--- src/rtl/fft_share_arb.sv ---
// Frame arbiter for a shared FFT core: grants whole NFFT-sample frames to A (IFFT) or B (FFT),
// sends the per-frame config word, and routes core output frames back via an ownership tag FIFO.
module fft_share_arb #(
  parameter int         NFFT      = 64,
  parameter int         LOG2N     = 6,
  parameter logic [5:0] SCALE_A   = 6'b000011,
  parameter logic [5:0] SCALE_B   = 6'b101011,
  parameter int         TAG_DEPTH = 4
) (
  input  logic        CLK_I,
  input  logic        RSTN_I,
  input  logic        A_CYC_I,
  input  logic        A_STB_I,
  input  logic [31:0] A_DAT_I,
  output logic        A_ACK_O,
  input  logic        B_CYC_I,
  input  logic        B_STB_I,
  input  logic [31:0] B_DAT_I,
  output logic        B_ACK_O,
  output logic [7:0]  CFG_TDATA_O,
  output logic        CFG_TVALID_O,
  input  logic        CFG_TREADY_I,
  output logic [31:0] S_TDATA_O,
  output logic        S_TVALID_O,
  input  logic        S_TREADY_I,
  output logic        S_TLAST_O,
  input  logic [31:0] M_TDATA_I,
  input  logic        M_TVALID_I,
  input  logic        M_TLAST_I,
  output logic        M_TREADY_O,
  output logic [31:0] A_DAT_O,
  output logic [31:0] B_DAT_O,
  output logic        A_STB_O,
  output logic        B_STB_O,
  input  logic        A_ACK_I,
  input  logic        B_ACK_I,
  output logic        BUSY_O,
  output logic        ERR_O
);

  localparam int PW = (TAG_DEPTH > 1) ? $clog2(TAG_DEPTH) : 1;
  localparam int CW = $clog2(TAG_DEPTH + 1);

  typedef enum logic [1:0] {ST_IDLE, ST_CFG, ST_DATA} state_t;

  state_t           state_reg, state_next;
  logic             own_reg, own_next;          // 0 = A, 1 = B
  logic             last_own_reg, last_own_next;
  logic [LOG2N-1:0] cnt_reg, cnt_next;
  logic [PW-1:0]    wr_ptr_reg, rd_ptr_reg;
  logic [CW-1:0]    count_reg;
  logic             tag_mem [TAG_DEPTH];
  logic             err_reg;

  logic req_a, req_b, full, empty, head, push, pop;

  assign req_a = A_CYC_I & A_STB_I;
  assign req_b = B_CYC_I & B_STB_I;
  assign full  = (count_reg == CW'(TAG_DEPTH));
  assign empty = (count_reg == '0);
  assign head  = tag_mem[rd_ptr_reg];

  always_comb begin
    state_next    = state_reg;
    own_next      = own_reg;
    last_own_next = last_own_reg;
    cnt_next      = cnt_reg;
    push          = 1'b0;
    CFG_TVALID_O  = 1'b0;
    CFG_TDATA_O   = '0;
    S_TDATA_O     = '0;
    S_TVALID_O    = 1'b0;
    S_TLAST_O     = 1'b0;
    A_ACK_O       = 1'b0;
    B_ACK_O       = 1'b0;
    case (state_reg)
      ST_IDLE: begin
        if (!full && (req_a || req_b)) begin
          own_next      = (req_a && req_b) ? ~last_own_reg : req_b;
          last_own_next = own_next;
          push          = 1'b1;
          state_next    = ST_CFG;
        end
      end
      ST_CFG: begin
        CFG_TVALID_O = 1'b1;
        CFG_TDATA_O  = own_reg ? {1'b0, SCALE_B, 1'b1} : {1'b0, SCALE_A, 1'b0};
        if (CFG_TREADY_I) begin
          state_next = ST_DATA;
          cnt_next   = '0;
        end
      end
      ST_DATA: begin
        S_TDATA_O  = own_reg ? B_DAT_I : A_DAT_I;
        S_TVALID_O = own_reg ? req_b : req_a;
        S_TLAST_O  = (cnt_reg == LOG2N'(NFFT - 1));
        A_ACK_O    = ~own_reg & S_TREADY_I;
        B_ACK_O    = own_reg & S_TREADY_I;
        if (S_TVALID_O && S_TREADY_I) begin
          cnt_next = cnt_reg + LOG2N'(1);
          if (S_TLAST_O) state_next = ST_IDLE;
        end
      end
      default: state_next = ST_IDLE;
    endcase
  end

  // Output side: head tag selects the consumer; with no tag the sample is swallowed and flagged.
  assign A_DAT_O    = M_TDATA_I;
  assign B_DAT_O    = M_TDATA_I;
  assign A_STB_O    = M_TVALID_I & ~empty & ~head;
  assign B_STB_O    = M_TVALID_I & ~empty & head;
  assign M_TREADY_O = RSTN_I & (empty ? M_TVALID_I : (head ? B_ACK_I : A_ACK_I));
  assign pop        = M_TVALID_I & M_TREADY_O & M_TLAST_I & ~empty;
  assign BUSY_O     = (state_reg != ST_IDLE);
  assign ERR_O      = err_reg;

  always_ff @(posedge CLK_I or negedge RSTN_I) begin
    if (!RSTN_I) begin
      state_reg    <= ST_IDLE;
      own_reg      <= 1'b0;
      last_own_reg <= 1'b1;
      cnt_reg      <= '0;
      wr_ptr_reg   <= '0;
      rd_ptr_reg   <= '0;
      count_reg    <= '0;
      err_reg      <= 1'b0;
    end else begin
      state_reg    <= state_next;
      own_reg      <= own_next;
      last_own_reg <= last_own_next;
      cnt_reg      <= cnt_next;
      err_reg      <= err_reg | (M_TVALID_I & empty);
      if (push) wr_ptr_reg <= (wr_ptr_reg == PW'(TAG_DEPTH - 1)) ? '0 : wr_ptr_reg + PW'(1);
      if (pop)  rd_ptr_reg <= (rd_ptr_reg == PW'(TAG_DEPTH - 1)) ? '0 : rd_ptr_reg + PW'(1);
      case ({push, pop})
        2'b10:   count_reg <= count_reg + CW'(1);
        2'b01:   count_reg <= count_reg - CW'(1);
        default: count_reg <= count_reg;
      endcase
    end
  end

  always_ff @(posedge CLK_I) begin
    if (push) tag_mem[wr_ptr_reg] <= own_next;
  end

endmodule

--- config.mk ---
export PLATFORM = sky130hd
export DESIGN_NAME = fft_share_arb
export DESIGN_NICKNAME = d
export VERILOG_FILES = /design/src/rtl/fft_share_arb.sv
export SDC_FILE = /design/constraint.sdc
export NUM_CORES = 1
export LEC_CHECK = 0
export ABC_AREA = 1
export CAP_MARGIN = 40
export CORE_MARGIN = 2
export CORE_UTILIZATION = 30
export CTS_CLUSTER_DIAMETER = 80
export DETAILED_ROUTE_END_ITERATION = 12
export PLACE_DENSITY_LB_ADDON = 0.08
export SYNTH_ARGS = -nofsm -noshare
export SYNTH_HDL_FRONTEND = slang
export SYNTH_SLANG_ARGS = --single-unit
export TNS_END_PERCENT = 30
--- constraint.sdc ---
create_clock -name CLK_I -period 3 [get_ports CLK_I]
set_clock_uncertainty 0.2 [all_clocks]
set_input_delay 0.6 -clock CLK_I [delete_from_list [all_inputs] [get_ports CLK_I]]
set_output_delay 0.6 -clock CLK_I [all_outputs]
set_load 0.1 [all_outputs]
# Word-level counts from Yosys, hierarchy flattened
# Memory sizes are Yosys's and may differ from the RTL's.
# Index checks and enable logic that the tools add are counted.
[totals] inputBits=108 output_inout_bits=114 mem_count=1 romBits=0 regBits=18 ramBits=4 word_cells=86 latchBits=0
[op_classes] add_sub_neg=5 mux=30 n_eq_ne=12 shifts=0 bitwise_logic=17 multipliers=0 order_cmp=0 n_div=0 n_reduce_logical=13
[memory_table] memory="tag_mem" depth=4 word_bits=1 read_ports=1 rd_clocked_by_memory_dff=0 wr=1 line="52" rtl="logic tag_mem [TAG_DEPTH];"
[op_table] cell="32-bit two-way mux" count=2
[op_table] cell="1-bit two-way mux" count=15
[op_table] cell="7-bit two-way mux" count=2
[op_table] cell="1-bit bitwise AND" count=12
[op_table] cell="2-bit two-way mux" count=6
[op_table] cell="6-bit two-way mux" count=2
[op_table] cell="6-bit one-hot mux with 2 select lines" count=1
[op_table] cell="2-bit == test (second input constant)" count=4
[op_table] cell="2-bit inequality test (second input constant)" count=4
[op_table] cell="6-bit by 1-bit adder with 6-bit output (second input constant)" count=1
[op_table] cell="6-bit == test (second input constant)" count=1
[op_table] cell="2-bit one-hot mux with 3 select lines" count=1
[op_table] cell="3-bit one-hot mux with 2 select lines" count=1
[op_table] cell="2-bit nonzero test" count=3
[op_table] cell="2-bit by 1-bit adder with 2-bit output (second input constant)" count=2
[op_table] cell="2-bit by 1-bit == test with 1-bit output (second input constant)" count=2
[op_table] cell="1-bit NOT" count=4
[op_table] cell="4-bit AND reduction" count=1
[op_table] cell="3-bit by 1-bit adder with 3-bit output (second input constant)" count=1
[op_table] cell="3-bit == test (second input constant)" count=1
[op_table] cell="1-bit logical AND" count=3
[op_table] cell="3-bit zero test" count=1
[op_table] cell="3-bit AND reduction" count=1
[op_table] cell="3-bit by 1-bit subtractor with 3-bit output (second input constant)" count=1
[op_table] cell="5 further kinds" count=5

# Depth between registers and ports, before layout
# An unclocked memory read counts as a cell.
[logic_depth] depth_word=9 depth_mapped=15 mapped_depth_nobuf=15

# Worst setup path after synthesis
# OpenSTA, ideal clock, no wires.
[synth_timing] kind="register -> output" startpoint="register state_reg[0]" endpoint="output A_ACK_O" arrival_time_ns=2.820 setup_slack_ns=-0.620 path_buffers=1 required_ns=2.200 stages_incl_launch_ff=5 path_cell_list="dfrtp_1 -> nor2_2 -> inv_1 -> buf_2 -> nor3_1"
[synth_between] elab_chain_len=2
[synth_rtl] element="start, declared" line="46" rtl="state_t state_reg, state_next;"
[synth_rtl] element="start signal, assigned" line="129" rtl="state_reg <= state_next;"
[synth_rtl] element="2-bit == test" line="76" rtl="case (state_reg)"
[synth_rtl] element="1-bit two-way mux" line="76"
[synth_rtl] element="end, declared" line="15" rtl="output logic A_ACK_O,"
# No other way between the ends.

# Worst setup path in the final report
[layout_timing] startpoint="input M_TVALID_I" endpoint="register count_reg[2]"
[layout_between] elab_chain_len=7 word_cells_on_any_way=9 cone_classes="2 x eq/ne; 2 x mux; 4 x bitwise; 1 x reduce/logical"
[layout_rtl] element="start, declared" line="28" rtl="input logic M_TVALID_I,"
[layout_rtl] element="1-bit two-way mux" line="113" rtl="assign M_TREADY_O = RSTN_I & (empty ? M_TVALID_I : (head ? B_ACK_I : A_ACK_I));"
[layout_rtl] element="1-bit bitwise AND" line="113"
[layout_rtl] element="1-bit bitwise AND (*) (3 in series)" line="114" rtl="assign pop = M_TVALID_I & M_TREADY_O & M_TLAST_I & ~empty;"
[layout_rtl] element="net pop" line="55" rtl="logic req_a, req_b, full, empty, head, push, pop;"
[layout_rtl] element="2-bit by 1-bit == test with 1-bit output / 2-bit == test (equally long branches)" line="136" rtl="case ({push, pop})"
[layout_rtl] element="3-bit one-hot mux with 2 select lines / 2-bit nonzero test (equally long branches)"
[layout_rtl] element="end signal, assigned" line="137" rtl="2'b10: count_reg <= count_reg + CW'(1);"
[layout_rtl] element="end signal, assigned" line="138" rtl="2'b01: count_reg <= count_reg - CW'(1);"
[layout_rtl] element="end signal, assigned" line="139" rtl="default: count_reg <= count_reg;"
[layout_rtl] element="end, declared" line="51" rtl="logic [CW-1:0] count_reg;"
# Mark *: on every way through the listed nets, which the timed path passes. The rest lies on a longest branch.
# A chain may end at the register's enable or synchronous reset.

==> impl_metrics.toml <==
[status]
status = "completed"

[pwr]
comb_power_share = 0.825
power_leakage_nw = 1.538
cellPowerDensity_nw_per_um2 = 1065
vdd_drop_max_mv = 0.5948
swShare = 0.6136
seqPwrFrac = 0.126
power_frac_clock = 0.049
switchingPower_mw = 2.307
intPower_mw = 1.453
total_power_mw = 3.759

[worst_hold_path]
worstHoldPathType = "reg2reg"
hold_depth = 2
hold_end = "ERR_O"
hold_start = "ERR_O"

[drt]
routedWlPerCell_um = 12.98
drtIter0Drc = 50
via_count = 2060
viasPerCell = 4.310
postRouteAntennaNets = 0
drt-total-wl_mm = 6.203
dr.pass1.iters = 4
drcViolationCount = 0

[clock_tree]
cts_buffers = 3
clkTransAtPathRegs_ns = 0.08
cts_tree = "yes"
cts-root-buf = "clkbuf_8"
cts_resized = 0
post_cts_buffers = 0
cts_buffer_depth = 2
cts.sinks = 22
clock_latency_ns = 0.25
cts_hold_buffers = 0
cts_max_level = 1

[placement]
port_buffers = 122
placedCellCount = 474
gp_congestion = 0.7699
dp_hpwl_mm = 5.171
pre_cts_ws_ns = 0.1058

[sta]
slew_headroom = 0.6364
fin_crit_ns = 2.636
drv_slew = 0
setup_slack_ns = 0.3644
worst_pin_slew_ns = 0.5396
fin_crit_sh = 0.8785
setup_violations = 0
grt_setup_unrepaired = "false"
whs_ns = 0.2740
fmax_mhz = 379.4
hold_violations = 0

[logic_synthesis]
ys_types = 29
synth_common_cells = "nand2_1, buf_4, a21oi_1"
ys_warn_count = 0
avgSynthCellArea_sq_um = 6.810
ys_top_cells_by_area = "buf_4, dfrtp_1, nand2_1"
synthArstFlopShare = 0.8182
synth.most_common_cell = "nand2_1"
yosysTopAreaCell = "buf_4"
synth_area_sq_um = 2247
netlist.area_leader.share = 0.2372
synth-seq-area-share = 0.2545
synth-main-ff-cell = "dfrtp_1"
syn_inst = 330
synth-edff-count = 4
ys_seq_elements = 22

[critical_path]
reg2reg_slack_ns = 0.55
cp_slowest_cell = "clkdlybuf4s50_1"
reg2regPathDepth = 15
worstSetupPathType = "in2reg"
required_ns = 2.93
setup.worst_path.end_class = "flip-flop"
crit-reg2reg-launch = "rd_ptr_reg[0]"
crit_path_max_fanout = 3
worst_setup_path_start_kind = "primary input"
arrival_ns = 2.57
crit_chain = "clkdlybuf4s50_1, nand2_1, nor2_1, nand3_2, inv_1, ha_1, inv_1, fa_1, a21oi_1, o21ai_0, xor2_1"
crit_family = "buffers and inverters"
cp_common_cell = "inv_1"
r2r-end = "count_reg[2]"
max_stage_delay_ns = 0.49
cp_num_buf_inv = 3

[floorplan]
die_width_um = 90.55
start_util = 0.3098
core_sq_um = 7253
ios = 222
num_rows = 31
fp.dieH_um = 90.55
die_area_sq_um = 8198

[global_routing]
grt_pass1_wl_mm = 10.27
grt_max_degree = 38
grt-ovfl-total = 0
antenna_found_initial = 0
grt_pass1_vias = 2141
grt.total_usage = 0.1529

[layout]
nets = 496
diodes = 0
largest_register_ffs = 6
fin_cells = 478
drive_gt1_frac = 0.1953
area_growth_pct = 57.07

[job]
cap_violations = 0
layout make-up:
type | instances | area [sq um]
fillers | 719 | 3724
repair buffers | 125 | 1664
multi-input cells | 199 | 1013
flip-flops and latches | 22 | 571.8
well taps | 99 | 123.9
inverters | 29 | 111.4
clock buffers | 4 | 45.04
power by group through the flow:
stage	clock network, mW	logic, mW	registers [mW]
finish	0.183	3.10	0.475
floorplan	0	2.49	0.464
CTS	0.193	3.14	0.477
global placement	0	3.13	0.482
detailed placement	0	3.14	0.482
global route	0.208	3.27	0.493
worst max path at each step:
stage | start | cells after the start | end
after global routing | B_CYC_I | 10 | count_reg[1]
after detailed placement | M_TVALID_I | 11 | count_reg[2]
final | M_TVALID_I | 11 | count_reg[2]
after CTS | state_reg[0] | 5 | A_ACK_O
after global placement | M_TVALID_I | 11 | count_reg[2]
after floorplan | state_reg[0] | 4 | A_ACK_O
cell usage in the layout (no fill, tap or decap), types with 6 or more instances in the layout:
cell,netlist,layout
a21oi_1,34,28
a21oi_2,0,6
buf_12,0,43
buf_4,71,7
clkdlybuf4s50_1,0,75
dfrtp_1,17,17
ha_1,7,7
inv_1,26,26
nand2_1,94,94
nand3_1,9,9
nor2_1,16,15
o21ai_0,10,10
metrics by stage:
stage               utilization  TNS, ns  cell area (sq um)
global placement         0.4804        0               3485
global route             0.4866        0               3530
finish                   0.4866        0               3530
CTS                      0.4866        0               3530
detailed placement       0.4804        0               3485
floorplan                     -   -5.418               2280
layer usage:
layer,up-vias,track usage,share of wire
met2,85,0.2730,0.49
met3,2,0.05426,0.10
met4,0,0.03333,0.0064
li1,1063,-,-
met1,910,0.1746,0.40
met5,-,0,0
cell families after synthesis:
logic type | count (synthesis) | share of synthesized area
AND/OR/NAND/NOR | 134 | 0.2489
buffers and inverters | 111 | 0.3090
AO/OA/AOI/OAI | 49 | 0.1186
flip-flops | 22 | 0.2545
adder cells (fa/ha/maj) | 8 | 0.04788
XOR/XNOR | 5 | 0.01949
other | 1 | 0.001669
worst reg2reg max path: stages, from the launching register on:
cell     delay [ns]
dfrtp_1        0.44
inv_1          0.09
nand2_1        0.05
nand3_1        0.11
nand2_1        0.08
nand2_1        0.06
nand3_1        0.07
nand2_2        0.10
nand3_2        0.09
inv_1          0.07
ha_1           0.13
inv_1          0.07
fa_1           0.38
a21oi_1        0.14
o21ai_0        0.11
xor2_1         0.16
(Power assumes the default switching activity.)
